**src/rtl/toeplitz_pkg.sv**
```systemverilog
// -----------------------------------------------------------------------------
// toeplitz_pkg
// Shared definitions for the Toeplitz hash accumulator: default geometry,
// beat-count helpers used to size the beat counter, and the default hash type.
// -----------------------------------------------------------------------------
package toeplitz_pkg;

    localparam int DEF_N      = 256;  // raw block length in bits
    localparam int DEF_L      = 128;  // hash width in bits
    localparam int DEF_STRIDE = 1;    // bits / columns consumed per beat
    localparam int DEF_CW     = 32;   // completed-block counter width

    // Number of beats needed to consume one N-bit block.
    function automatic int beats(input int n, input int stride);
        return n / stride;
    endfunction

    // Beat counter width; a single-beat block still gets a 1-bit counter.
    function automatic int beat_w(input int n, input int stride);
        int w;
        w = $clog2(beats(n, stride));
        return (w < 1) ? 1 : w;
    endfunction

    typedef logic [DEF_L-1:0] hash_t;

endpackage

```
**src/rtl/toeplitz_acc_if.sv**
```systemverilog
// -----------------------------------------------------------------------------
// toeplitz_acc_if
// Bus bundle between the Toeplitz accumulator and its environment.
//   flush      : discard the partial block (synchronous)
//   din        : STRIDE raw bits of the current beat
//   din_valid  : din qualifier            din_ready : accumulator accepts din
//   cols       : STRIDE columns, column j at cols[j*L +: L]
//   col_adv    : beat accepted, generators step by STRIDE
//   col_wrap   : final beat of a block accepted, generators reload
//   dout       : last completed hash      dout_valid: dout not yet consumed
//   dout_ready : downstream takes dout    blk_cnt   : completed block count
//   dbg_beat   : current beat index, exposed for observation
// Modport slave is the accumulator; modport master is the environment.
// -----------------------------------------------------------------------------
interface toeplitz_acc_if
    import toeplitz_pkg::*;
#(
    parameter int N      = DEF_N,
    parameter int L      = DEF_L,
    parameter int STRIDE = DEF_STRIDE,
    parameter int CW     = DEF_CW
);

    logic                             flush;
    logic [STRIDE-1:0]                din;
    logic                             din_valid;
    logic                             din_ready;
    logic [STRIDE*L-1:0]              cols;
    logic                             col_adv;
    logic                             col_wrap;
    logic [L-1:0]                     dout;
    logic                             dout_valid;
    logic                             dout_ready;
    logic [CW-1:0]                    blk_cnt;
    logic [beat_w(N, STRIDE)-1:0]     dbg_beat;

    modport master (
        output flush, din, din_valid, cols, dout_ready,
        input  din_ready, col_adv, col_wrap, dout, dout_valid, blk_cnt, dbg_beat
    );

    modport slave (
        input  flush, din, din_valid, cols, dout_ready,
        output din_ready, col_adv, col_wrap, dout, dout_valid, blk_cnt, dbg_beat
    );

endinterface

```
**src/rtl/toeplitz_xor_tree.sv**
```systemverilog
// -----------------------------------------------------------------------------
// toeplitz_xor_tree
// Combinational GF(2) contribution of one beat: XOR of every column whose
// raw bit is set.
//   i_din     [STRIDE]   raw bits, i_din[j] selects column j
//   i_cols    [STRIDE*L] column group, column j at i_cols[j*L +: L]
//   o_contrib [L]        XOR of the selected columns
// -----------------------------------------------------------------------------
module toeplitz_xor_tree #(
    parameter int STRIDE = 1,
    parameter int L      = 128
) (
    input  logic [STRIDE-1:0]   i_din,
    input  logic [STRIDE*L-1:0] i_cols,
    output logic [L-1:0]        o_contrib
);

    logic [L-1:0] w_sum;

    always_comb begin
        w_sum = '0;
        for (int j = 0; j < STRIDE; j++) begin
            if (i_din[j]) begin
                w_sum = w_sum ^ i_cols[j*L +: L];
            end
        end
    end

    assign o_contrib = w_sum;

endmodule

```
**src/rtl/toeplitz_acc.sv**
```systemverilog
// -----------------------------------------------------------------------------
// toeplitz_acc
// Accumulates the GF(2) product hash = M.x of an N-bit raw block against the
// Toeplitz columns supplied by a bank of column generators, STRIDE columns per
// beat, and emits one L-bit hash per block.
//   clk   : rising-edge clock
//   reset : asynchronous, active-low
//   bus   : toeplitz_acc_if.slave (input/output handshakes, column pacing,
//           hash output, completed-block counter, beat index)
//
// Handshakes: a transfer happens on a rising edge where both valid and ready
// are high. din_ready does not depend on din_valid; dout_valid stays high and
// dout stays stable until dout_ready is seen, and dout_ready may be high at
// any time. col_adv/col_wrap are same-cycle strobes that mark the din
// transfer so the generators advance in lockstep with it.
// -----------------------------------------------------------------------------
module toeplitz_acc
    import toeplitz_pkg::*;
#(
    parameter int N      = DEF_N,
    parameter int L      = DEF_L,
    parameter int STRIDE = DEF_STRIDE,
    parameter int CW     = DEF_CW
) (
    input  logic           clk,
    input  logic           reset,
    toeplitz_acc_if.slave  bus
);

    localparam int             BEATS     = beats(N, STRIDE);
    localparam int             BW        = beat_w(N, STRIDE);
    localparam logic [BW-1:0]  LAST_BEAT = BW'(BEATS - 1);

    // Geometry sanity checks at elaboration.
    if ((N % STRIDE) != 0) begin : g_bad_n
        $error("toeplitz_acc: N must be a multiple of STRIDE");
    end
    if ((STRIDE < 1) || (STRIDE > 64) || ((STRIDE & (STRIDE - 1)) != 0)) begin : g_bad_stride
        $error("toeplitz_acc: STRIDE must be a power of two in 1..64");
    end

    logic [L-1:0]  r_acc;
    logic [BW-1:0] r_beat;
    logic [L-1:0]  r_dout;
    logic          r_dout_valid;
    logic [CW-1:0] r_blk_cnt;

    logic          w_last;
    logic          w_din_ready;
    logic          w_acc_beat;
    logic          w_done;
    logic [L-1:0]  w_contrib;
    logic [L-1:0]  w_acc_next;

    toeplitz_xor_tree #(
        .STRIDE (STRIDE),
        .L      (L)
    ) u_xor_tree (
        .i_din     (bus.din),
        .i_cols    (bus.cols),
        .o_contrib (w_contrib)
    );

    assign w_last = (r_beat == LAST_BEAT);

    // Only the final beat needs room in the output register; it may go ahead
    // when the register is empty or is being emptied in this same cycle.
    assign w_din_ready = !w_last || !r_dout_valid || bus.dout_ready;

    // Gated by reset so the generators see no strobe while reset is held.
    assign w_acc_beat = reset && bus.din_valid && w_din_ready && !bus.flush;
    assign w_done     = w_acc_beat && w_last;
    assign w_acc_next = r_acc ^ w_contrib;

    // Partial hash and beat position.
    always_ff @(posedge clk or negedge reset) begin
        if (!reset) begin
            r_acc  <= '0;
            r_beat <= '0;
        end else if (bus.flush) begin
            r_acc  <= '0;
            r_beat <= '0;
        end else if (w_acc_beat) begin
            if (w_last) begin
                r_acc  <= '0;
                r_beat <= '0;
            end else begin
                r_acc  <= w_acc_next;
                r_beat <= r_beat + 1'b1;
            end
        end
    end

    // Output register: a completion wins over a consume in the same cycle,
    // so back-to-back hashes leave no bubble.
    always_ff @(posedge clk or negedge reset) begin
        if (!reset) begin
            r_dout       <= '0;
            r_dout_valid <= 1'b0;
            r_blk_cnt    <= '0;
        end else if (w_done) begin
            r_dout       <= w_acc_next;
            r_dout_valid <= 1'b1;
            r_blk_cnt    <= r_blk_cnt + 1'b1;
        end else if (r_dout_valid && bus.dout_ready) begin
            r_dout_valid <= 1'b0;
        end
    end

    assign bus.din_ready  = w_din_ready;
    assign bus.col_adv    = w_acc_beat;
    assign bus.col_wrap   = w_done;
    assign bus.dout       = r_dout;
    assign bus.dout_valid = r_dout_valid;
    assign bus.blk_cnt    = r_blk_cnt;
    assign bus.dbg_beat   = r_beat;

endmodule

```
**src/flat_wrapper.sv**
```systemverilog
// flat-port wrapper written by rule: the top's interface ports become plain ports
module toeplitz_acc_flat import toeplitz_pkg::*;
#(
    parameter int N      = DEF_N,
    parameter int L      = DEF_L,
    parameter int STRIDE = DEF_STRIDE,
    parameter int CW     = DEF_CW
)
  (clk, reset, bus_flush, bus_din, bus_din_valid, bus_cols, bus_dout_ready, bus_din_ready, bus_col_adv, bus_col_wrap, bus_dout, bus_dout_valid, bus_blk_cnt, bus_dbg_beat);
  toeplitz_acc_if #(.N(N), .L(L), .STRIDE(STRIDE), .CW(CW)) bus_i ();
  input  logic clk;
  input  logic reset;
  input wire logic [$bits(bus_i.flush)-1:0] bus_flush;
  input wire logic [$bits(bus_i.din)-1:0] bus_din;
  input wire logic [$bits(bus_i.din_valid)-1:0] bus_din_valid;
  input wire logic [$bits(bus_i.cols)-1:0] bus_cols;
  input wire logic [$bits(bus_i.dout_ready)-1:0] bus_dout_ready;
  output wire logic [$bits(bus_i.din_ready)-1:0] bus_din_ready;
  output wire logic [$bits(bus_i.col_adv)-1:0] bus_col_adv;
  output wire logic [$bits(bus_i.col_wrap)-1:0] bus_col_wrap;
  output wire logic [$bits(bus_i.dout)-1:0] bus_dout;
  output wire logic [$bits(bus_i.dout_valid)-1:0] bus_dout_valid;
  output wire logic [$bits(bus_i.blk_cnt)-1:0] bus_blk_cnt;
  output wire logic [$bits(bus_i.dbg_beat)-1:0] bus_dbg_beat;
  assign bus_i.flush = bus_flush;
  assign bus_i.din = bus_din;
  assign bus_i.din_valid = bus_din_valid;
  assign bus_i.cols = bus_cols;
  assign bus_i.dout_ready = bus_dout_ready;
  assign bus_din_ready = bus_i.din_ready;
  assign bus_col_adv = bus_i.col_adv;
  assign bus_col_wrap = bus_i.col_wrap;
  assign bus_dout = bus_i.dout;
  assign bus_dout_valid = bus_i.dout_valid;
  assign bus_blk_cnt = bus_i.blk_cnt;
  assign bus_dbg_beat = bus_i.dbg_beat;
  toeplitz_acc #(.N(N), .L(L), .STRIDE(STRIDE), .CW(CW)) u_core (.clk(clk), .reset(reset), .bus(bus_i));
endmodule
```
**config.mk**
```make
export PLATFORM = sky130hd
export DESIGN_NAME = toeplitz_acc_flat
export DESIGN_NICKNAME = d
export VERILOG_FILES = /design/src/rtl/toeplitz_pkg.sv /design/src/rtl/toeplitz_acc_if.sv /design/src/rtl/toeplitz_xor_tree.sv /design/src/rtl/toeplitz_acc.sv /design/src/flat_wrapper.sv
export SDC_FILE = /design/constraint.sdc
export NUM_CORES = 1
export LEC_CHECK = 0
export BUFFER_PORTS_ARGS = -buffer_cell sky130_fd_sc_hd__buf_4
export CORE_ASPECT_RATIO = 0.8
export CORE_MARGIN = 2
export CORE_UTILIZATION = 50
export CTS_CLUSTER_SIZE = 14
export DETAILED_ROUTE_END_ITERATION = 10
export PLACE_DENSITY = 0.74
export SLEW_MARGIN = 20
export SYNTH_ARGS = -nofsm -noshare
export SYNTH_HDL_FRONTEND = slang
export SYNTH_SLANG_ARGS = --single-unit
```
**constraint.sdc**
```tcl
create_clock -name clk -period 1.95 [get_ports clk]
set_input_delay 0.0975 -clock clk [delete_from_list [all_inputs] [get_ports clk]]
set_output_delay 0.0975 -clock clk [all_outputs]
set_load 0.02 [all_outputs]
```
==> results of run 1 <==
-- power by group through the flow --
stage / Clock [W] / Sequential [W] / Combinational (W)
2_1_floorplan: 0 / 0.00673 / 0.000601
3_3_place_gp: 0 / 0.00661 / 0.00151
3_5_place_dp: 0 / 0.00662 / 0.00155
4_1_cts: 0.00604 / 0.00652 / 0.00178
5_1_grt: 0.00629 / 0.00655 / 0.00211
6_report: 0.00596 / 0.00654 / 0.00195
-- critical path: stages, from the launching register on --
cell,delay (ns)
dfrtp_2,0.38
ha_4,0.15
nand3_4,0.12
nor4_4,0.20
buf_6,0.16
buf_4,0.17
buf_12,0.17
buf_16,0.18
nor2_1,0.08
a21oi_1,0.21
-- cell type report --
cell class | instances | area (um2)
Inverter | 6 | 22.52
Tap cell | 364 | 455.4
Multi-Input combinational cell | 1035 | 6395
Fill cell | 1841 | 7079
Clock buffer | 48 | 929.6
Sequential cell | 297 | 7436
Clock inverter | 6 | 88.84
Timing Repair Buffer | 527 | 4890
-- layout by cell type (no fill, tap or decap), drive strengths merged --
cell type    synthesis  routed
and4                 1       1
nand3               10      10
mux2i                1       1
bufinv               0       2
bufbuf               0       1
dfrtp              297     297
a21oi              257     257
o311a                1       1
mux2                 1       1
nor2               148     148
clkbuf              54      55
xor2               145     145
or3                  2       2
nand3b               1       1
and3b                1       1
inv                  6       6
nor2b                3       3
buf                 45     387
o31ai              129     129
nand2b               1       1
nor3                 7       7
dlygate4sd3          0     132
nand4               15      16
nor4                 5       5
nand2              144     144
or2                  1       1
and3                 6       6
o21ai              137     137
ha                   2       2
clkinv               0       2
clkinvlp             0       2
xnor2               16      16
-- per-layer routing --
metal | global-route usage | vias to the layer above | share of wire
li1 | - | 5972 | -
met1 | 0.3647 | 6285 | 0.41
met2 | 0.4378 | 501 | 0.48
met3 | 0.05832 | 112 | 0.077
met4 | 0.09044 | 0 | 0.035
met5 | 0 | - | 0
-- state kept, by name, summed over array words and instances (netlist names) --
signal / cells
u_core.r_acc: 128
u_core.bus.dout: 128
u_core.bus.dout_valid: 1
u_core.bus.dbg_beat: 8
u_core.bus.blk_cnt: 32
-- repair_timing --
action,4_1_cts,5_1_grt
cloned,1,11
hold buffers,131,1
endpoints found under the setup margin,42,166
hold endpoints to repair,546,1
buffers inserted,11,7
pin swaps,3,33
resized for setup,15,205
-- how the worst min path moves through the flow --
stage                                   endpoint  cells after the start  slack [ns]
after floorplan            u_core.bus.blk_cnt[0]                      0       -0.20
after global placement    u_core.bus.dbg_beat[6]                      1       -0.09
after detailed placement  u_core.bus.dbg_beat[6]                      1       -0.09
after CTS                       u_core.r_acc[22]                      3        0.03
after global routing            u_core.r_acc[22]                      3        0.05
final                           u_core.r_acc[22]                      3        0.04
-- kinds of logic (layout without fill, tap and decap cells) --
group / count (synthesis) / after routing
adders and majority gates: 2 / 2
AOI/OAI and AO/OA: 524 / 524
buffers and inverters: 105 / 587
DFF: 297 / 297
muxes: 2 / 2
and+or+nand+nor: 345 / 346
xor gates and xnor gates: 161 / 161
-- through the flow --
| step | setup slack, ns | area [um2] | total power, W |
|---|---|---|---|
| CTS | 0.01098 | 19470 | 0.01433 |
| global placement | 0.05025 | 16980 | 0.008126 |
| global route | -0.07283 | 20220 | 0.01495 |
| detailed placement | -0.04570 | 16980 | 0.008169 |
| floorplan | 0.05145 | 13870 | 0.007328 |
| finish | -0.002186 | 20220 | 0.01444 |
==> flow_metrics.env, run 1 <==
export IMPL_clock_sinks=297
export IMPL_synth_adder_area_share=0.001804
export IMPL_peakVddDrop_uv=762.0
export IMPL_slew_headroom=0.4001
export IMPL_clkTransAtPathRegs_ns=0.06
export IMPL_synth_xor_area_frac=0.1017
export IMPL_min_path_type="in2reg"
export IMPL_drtAntennaViolNets=0
export IMPL_antenna_cells=0
export IMPL_cts_tree="done"
export IMPL_htree_levels=1
export IMPL_p_leak_nw=9.704
export IMPL_ys_flop_type="dfrtp_1"
export IMPL_synth_top_family_by_area="compound AO/OA/AOI/OAI gates"
export IMPL_clockPowerShare=0.413
export IMPL_initial_core_util=0.5081
export IMPL_syn_inst=1436
export IMPL_area_growth_pct=45.76
export IMPL_p_comb_frac=0.135
export IMPL_yosysTopAreaCell="dfrtp_1"
export IMPL_yosysWarnings=0
export IMPL_synth_nets=1572
export IMPL_place_gp_congestion=0.8251
export IMPL_seq_power_share=0.453
export IMPL_route_detailed_drc=0
export IMPL_cts_buffer_depth=3
export IMPL_r2r_slack_ns=-0.002
export IMPL_drive_gt1_frac=0.2850
export IMPL_fmax_mhz=512.2
export IMPL_dp_cells=2069
export IMPL_hold_viol=0
export IMPL_worstSkewPairLatency_ns=0.55
export IMPL_violations="negative setup slack"
export IMPL_yosysSeqAreaShare=0.5359
export IMPL_cts_root_buf="clkbuf_16"
export IMPL_routed_wl_um=43120
export IMPL_io_buffers=305
export IMPL_yosysMostFrequentCell="dfrtp_1"
export IMPL_finClkSkew_ns=0.01017
export IMPL_rows=54
export IMPL_startpoint_type="flip-flop"
export IMPL_wl_per_cell_um=18.89
export IMPL_period_share=1.001
export IMPL_synth_compound_area_frac=0.2138
export IMPL_io_pins=306
export IMPL_arrival_ns=2.40
export IMPL_drtIter0Drc=946
export IMPL_drv_slew=0
export IMPL_hold_ws_ns=0.04126
export IMPL_setup_worst_path_start="u_core.bus.dbg_beat[1]"
export IMPL_synth_simple_area_share=0.1126
export IMPL_chipWidth_um=190.2
export IMPL_synthArstFlopShare=1.000
export IMPL_dieArea_mm2=0.02910
export IMPL_p_per_area_mw_per_mm2=714.4
export IMPL_grt_pass1_vias=12540
export IMPL_tns_ns=-0.002186
export IMPL_synthMuxAreaShare=0.001534
export IMPL_setup_ws_ns=-0.002186
export IMPL_rsz0062_at_grt="true"
export IMPL_synth_edf_count=0
export IMPL_reg2reg_to="u_core.bus.dout[3]"
export IMPL_synth_common_cells="dfrtp_1 (297), a21oi_1 (257), nor2_1 (147)"
export IMPL_required_ns=2.40
export IMPL_internal_power_w=0.01076
export IMPL_r2r_start="u_core.bus.dbg_beat[1]"
export IMPL_grt_max_degree=147
export IMPL_dpl_hpwl_um=24760
export IMPL_grt_pass1_wl_um=64410
export IMPL_syn_area_mm2=0.01387
export IMPL_firstDrtPassIters=5
export IMPL_nets=2034
export IMPL_status="complete, but fails checks"
export IMPL_setup_viol=1
export IMPL_core_area_mm2=0.02730
export IMPL_tightest_slew_ns=0.8998
export IMPL_synth_top_area_frac=0.5359
export IMPL_crit_type="reg2reg"
export IMPL_antenna_found_initial=0
export IMPL_avgSynthCellArea_um2=9.658
export IMPL_num_vias=12870
export IMPL_synthDistinctLibCells=39
export IMPL_viasPerCell=5.637
export IMPL_numCtsBuffers=31
export IMPL_grt_total_usage=0.2709
export IMPL_cap_violations=0
export IMPL_instances_no_fill=2283
export IMPL_fin_crit_ns=1.952
export IMPL_worstSetupEndpointType="flip-flop"
export IMPL_overflow=0
export IMPL_cp_max_fo=23
export IMPL_p_sw_frac=0.2550
export IMPL_p_sw_w=0.003683
export IMPL_worstSetupEndpoint="u_core.bus.dout[3]"
export IMPL_hold_start="bus_din"
export IMPL_final_util=0.7406
export IMPL_synth_seq_cells=297
export IMPL_r2r_cells=9
export IMPL_synthTopCellsByArea="dfrtp_1 (54%), a21oi_1 (9.3%), xor2_1 (9.2%)"
export IMPL_dieHeight_um=153.0
Note: power is estimated with default switching activity, not from simulation.
==> inputs of run 2 (changes only) <==
- SKIP_CTS_REPAIR_TIMING: unset -> 1
==> flow_metrics.env, run 2 (same netlist as run 1, synthesis figures left out) <==
export IMPL_hold_ws_ns=0.03578
export IMPL_cts_tree="done"
export IMPL_wl_per_cell_um=19.21
export IMPL_cts_root_buf="clkbuf_16"
export IMPL_required_ns=1.85
export IMPL_cap_violations=0
export IMPL_nets=2065
export IMPL_startpoint_type="flip-flop"
export IMPL_crit_path_max_incr_delay_ns=0.38
export IMPL_area_growth_pct=47.28
export IMPL_htree_levels=1
export IMPL_cts_buffer_depth=3
export IMPL_clock_sinks=297
export IMPL_dieArea_mm2=0.02910
export IMPL_route_detailed_drc=0
export IMPL_drv_slew=0
export IMPL_p_leak_nw=9.904
export IMPL_r2r_start="u_core.bus.dbg_beat[1]"
export IMPL_numCtsBuffers=31
export IMPL_setup_ws_ns=-0.05830
export IMPL_drtAntennaViolNets=0
export IMPL_antenna_found_initial=0
export IMPL_worstSetupEndpointType="primary output"
export IMPL_viasPerCell=5.668
export IMPL_dpl_hpwl_um=24760
export IMPL_crit_top_cell="buf_6"
export IMPL_hold_viol=0
export IMPL_cp_max_fo=5
export IMPL_core_area_mm2=0.02730
export IMPL_tightest_slew_ns=0.8165
export IMPL_clkTransAtPathRegs_ns=0.07
export IMPL_grt_pass1_vias=11500
export IMPL_num_vias=13120
export IMPL_fmax_mhz=497.9
export IMPL_drive_gt1_frac=0.2779
export IMPL_rows=54
export IMPL_io_pins=306
export IMPL_arrival_ns=1.91
export IMPL_finClkSkew_ns=0.01523
export IMPL_min_path_type="in2reg"
export IMPL_rsz0062_at_grt="true"
export IMPL_firstDrtPassIters=5
export IMPL_overflow=0
export IMPL_place_gp_congestion=0.8251
export IMPL_crit_type="reg2out"
export IMPL_violations="negative setup slack"
export IMPL_initial_core_util=0.5081
export IMPL_setup_worst_path_start="u_core.bus.dbg_beat[1]"
export IMPL_chipWidth_um=190.2
export IMPL_tns_ns=-0.2049
export IMPL_final_common_cell="buf_4"
export IMPL_final_cell_mix="buf_4 (367), dfrtp_1 (293), a21oi_1 (257)"
export IMPL_slew_headroom=0.4557
export IMPL_worstSkewPairLatency_ns=0.56
export IMPL_cp_cell_sequence="ha_4 -> nand3_4 -> o311a_4 -> buf_6 -> nor2b_4 -> buf_6"
export IMPL_cpMaxStageDelayCell="dfrtp_2"
export IMPL_grt_pass1_wl_um=58970
export IMPL_peakVddDrop_uv=771.9
export IMPL_fin_crit_ns=2.008
export IMPL_dieHeight_um=153.0
export IMPL_io_buffers=305
export IMPL_grt_total_usage=0.2460
export IMPL_routed_wl_um=44460
export IMPL_p_per_area_mw_per_mm2=712.1
export IMPL_period_share=1.030
export IMPL_grt_max_degree=147
export IMPL_setup_viol=7
export IMPL_drtIter0Drc=988
export IMPL_hold_start="bus_din"
export IMPL_antenna_cells=0
export IMPL_status="complete, but fails checks"
run 2: changes by cell type in the layout (fill, tap and decap cells not counted), sizes merged:
cell	before	now
clkbuf	55	66
buf	387	409
dlygate4sd3	132	131
bufbuf	1	0
run 2: worst max-delay path: cells and delay by family, from the launching register on:
kind / cells / cell delay (ns)
fa+ha+maj: 1 / 0.16
buf+inv: 2 / 0.24
flops: 1 / 0.38
compound gates: 1 / 0.34
simple gates: 2 / 0.24
run 2: path summary, 6_finish.rpt:
| kind | cells after the start | end | slack [ns] |
|---|---|---|---|
| setup reg to reg | 10 | u_core.r_acc[110] | -0.04 |
| min in group asynchronous | 2 | u_core.bus.dbg_beat[4] | 0.07 |
| hold / removal | 3 | u_core.r_acc[22] | 0.04 |
| max in group asynchronous | 3 | u_core.bus.dout[76] | 0.69 |
| setup / recovery | 6 | bus_col_adv | -0.06 |
| hold reg to reg | 1 | u_core.bus.blk_cnt[31] | 0.49 |
run 2: report_power, final:
group          internal [W]  switching (W)  leakage, nW
sequential          0.00636       0.000172         4.03
clock               0.00351        0.00249        0.493
combinational      0.000946        0.00107         5.38
run 2: metrics by stage:
step	instances	utilization	cell area (um2)	power [W]	setup WS (ns)
2_1_floorplan	1436	-	13870	0.007328	0.05145
3_3_place_gp	2069	0.6220	16980	0.008126	0.05025
3_5_place_dp	2069	0.6220	16980	0.008169	-0.04570
4_1_cts	2123	0.6593	18000	0.01411	-0.4352
5_1_grt	2314	0.7484	20430	0.01504	-0.1154
6_report	2314	0.7484	20430	0.01455	-0.05830
run 2: routing by layer:
layer  routed length (um)  vias up  global-route usage
met3                 3152      118             0.05052
met1                18410     6409              0.3532
li1                     -     6021                   -
met4                 1437        0             0.06238
met5                    0        -                   0
met2                21460      567              0.3836
run 2: final cells by class:
cell class	instances	area, um2
Timing Repair Buffer	558	5286
Inverter	6	22.52
Clock buffer	48	929.6
Sequential cell	297	7437
Fill cell	1811	6869
Multi-Input combinational cell	1035	6207
Clock inverter	6	88.84
Tap cell	364	455.4
==> inputs of run 3 (changes only) <==
- ABC_AREA: unset -> 1
- PLACE_DENSITY: 0.74 -> 0.75
==> flow_metrics.env, run 3 <==
export IMPL_min_path_type="in2reg"
export IMPL_dieHeight_um=151.2
export IMPL_status="complete, but fails checks"
export IMPL_dpl_hpwl_um=23740
export IMPL_yosysSeqAreaShare=0.5489
export IMPL_finClkSkew_ns=0.01110
export IMPL_startpoint_type="flip-flop"
export IMPL_arrival_ns=1.96
export IMPL_grt_pass1_wl_um=57930
export IMPL_synthTopCellsByArea="dfrtp_1 (55%), nand2_1 (12%), xor2_1 (9.0%)"
export IMPL_drtAntennaViolNets=0
export IMPL_initial_core_util=0.5117
export IMPL_whs_path_depth=4
export IMPL_synth_common_cells="nand2_1 (436), dfrtp_1 (297), o21ai_1 (176)"
export IMPL_synth_top_area_frac=0.5489
export IMPL_routed_wl_um=37760
export IMPL_r2r_cells=11
export IMPL_clock_sinks=297
export IMPL_antenna_found_initial=0
export IMPL_hold_ws_ns=-0.03761
export IMPL_fin_crit_ns=2.060
export IMPL_ys_flop_type="dfrtp_1"
export IMPL_yosysMostFrequentCell="nand2_1"
export IMPL_synth_seq_cells=297
export IMPL_overflow=0
export IMPL_cap_violations=0
export IMPL_synth_edf_count=0
export IMPL_fmax_mhz=485.4
export IMPL_drtIter0Drc=849
export IMPL_worstSetupEndpointType="primary output"
export IMPL_r2r_slack_ns=0.07
export IMPL_setup_ws_ns=-0.1103
export IMPL_antenna_cells=0
export IMPL_io_buffers=305
export IMPL_cts_buffer_depth=3
export IMPL_cts_tree="done"
export IMPL_reg2reg_to="u_core.bus.dout[75]"
export IMPL_syn_inst=1512
export IMPL_hold_end="u_core.bus.dout[12]"
export IMPL_dp_worst_setup_slack_ns=0.03452
export IMPL_hold_start="bus_cols[12]"
export IMPL_yosysTopAreaCell="dfrtp_1"
export IMPL_core_area_mm2=0.02646
export IMPL_worstSkewPairLatency_ns=0.55
export IMPL_rsz0062_at_grt="true"
export IMPL_final_common_cell="nand2_1"
export IMPL_cts_root_buf="clkbuf_16"
export IMPL_peakVddDrop_uv=584.0
export IMPL_synthArstFlopShare=1.000
export IMPL_firstDrtPassIters=5
export IMPL_cp_max_fo=5
export IMPL_place_area_mm2=0.01618
export IMPL_place_gp_congestion=0.8947
export IMPL_finish_instance_area_mm2=0.01839
export IMPL_nets=2025
export IMPL_rows=53
export IMPL_grt_max_degree=179
export IMPL_tightest_slew_ns=1.084
export IMPL_period_share=1.057
export IMPL_setup_viol=3
export IMPL_slew_headroom=0.2771
export IMPL_area_growth_pct=35.84
export IMPL_drive_gt1_frac=0.2233
export IMPL_p_per_area_mw_per_mm2=755.1
export IMPL_htree_levels=1
export IMPL_dieArea_mm2=0.02842
export IMPL_num_vias=11940
export IMPL_synthDistinctLibCells=25
export IMPL_r2r_start="u_core.bus.dbg_beat[0]"
export IMPL_numCtsBuffers=30
export IMPL_violations="negative hold slack, negative setup slack"
export IMPL_synth_nets=1648
export IMPL_chipWidth_um=188.0
export IMPL_io_pins=306
export IMPL_grt_total_usage=0.2507
export IMPL_final_cell_mix="nand2_1 (435), buf_4 (331), dfrtp_1 (296)"
export IMPL_p_leak_nw=9.007
export IMPL_yosysWarnings=0
export IMPL_hold_viol=51
export IMPL_grt_pass1_vias=11150
export IMPL_clkTransAtPathRegs_ns=0.06
export IMPL_syn_area_mm2=0.01354
export IMPL_required_ns=1.85
export IMPL_route_detailed_drc=0
export IMPL_drv_slew=0
export IMPL_viasPerCell=5.260
export IMPL_avgSynthCellArea_um2=8.955
export IMPL_wl_per_cell_um=16.64
export IMPL_crit_type="reg2out"
-- run 3: cell types whose count changed after synthesis, moves of 35 or more --
cell and delta:
nand2_1 +292, a21oi_1 -257, o21ai_1 +165, nand3_1 +151
o31ai_1 -129, nor2_1 -93, inv_1 +35
-- run 3: final cells by class --
| type | instances | area [um2] |
|---|---|---|
| Fill cell | 1969 | 8068 |
| Sequential cell | 297 | 7433 |
| Multi-Input combinational cell | 1078 | 5433 |
| Timing Repair Buffer | 437 | 3786 |
| Clock buffer | 42 | 897.1 |
| Tap cell | 357 | 446.7 |
| Clock inverter | 13 | 220.2 |
| Inverter | 45 | 175.2 |
-- run 3: kinds of logic (layout without fill, tap and decap cells) --
group                      count (synthesis)  count (layout)  synth area share
xor gates and xnor gates                 141             141           0.09121
and+or+nand+nor                          661             661            0.2018
adders and majority gates                  2               2          0.001848
buffers and inverters                    137             537           0.05471
DFF                                      297             297            0.5489
AOI/OAI and AO/OA                        274             274            0.1015
-- run 3: critical path, stage by stage (launching register included) --
cell and delay [ns]:
dfrtp_1 0.40, ha_4 0.17, nand2_2 0.05, inv_2 0.07
nand2_4 0.06, nor2_4 0.15, nand4_4 0.16, clkinvlp_4 0.13
buf_12 0.12, buf_8 0.10
-- run 3: where the power goes --
group          leakage, nW  internal [W]  total, W  switching, W
combinational         4.34      0.000508   0.00114      0.000634
clock                0.548       0.00398   0.00640       0.00242
sequential            4.12       0.00627   0.00635     0.0000795
-- run 3: how the worst max path moves through the flow --
stage / from / end / slack, ns / cells after the start
3_5_place_dp: u_core.bus.dbg_beat[0] / u_core.r_acc[112] / 0.03 / 9
4_1_cts: u_core.bus.dbg_beat[0] / bus_col_wrap / -0.32 / 9
6_report: u_core.bus.dbg_beat[0] / bus_col_wrap / -0.11 / 9
5_1_grt: u_core.bus.dbg_beat[0] / bus_col_wrap / -0.21 / 9
2_1_floorplan: u_core.bus.dbg_beat[0] / u_core.bus.dbg_beat[1] / 0.07 / 11
3_3_place_gp: u_core.bus.dbg_beat[0] / u_core.r_acc[115] / 0.12 / 9
-- run 3: per-stage QoR --
| step | hold slack (ns) | TNS (ns) | std cells | util | total power (W) |
|---|---|---|---|---|---|
| floorplan | -0.1981 | 0 | 1512 | - | 0.006920 |
| global placement | -0.09854 | 0 | 2114 | 0.6115 | 0.007410 |
| detailed placement | -0.1024 | 0 | 2114 | 0.6115 | 0.007427 |
| CTS | -0.6932 | -0.6205 | 2169 | 0.6538 | 0.01383 |
| global route | -0.003610 | -0.5056 | 2269 | 0.6951 | 0.01436 |
| finish | -0.03761 | -0.1845 | 2269 | 0.6951 | 0.01389 |
-- run 3: layer usage --
layer,vias up,wire length [um],GRT usage
met2,422,17860,0.4114
met1,5770,16470,0.3383
met3,46,2796,0.06047
met4,0,625,0.06181
li1,5698,-,-
met5,-,0,0
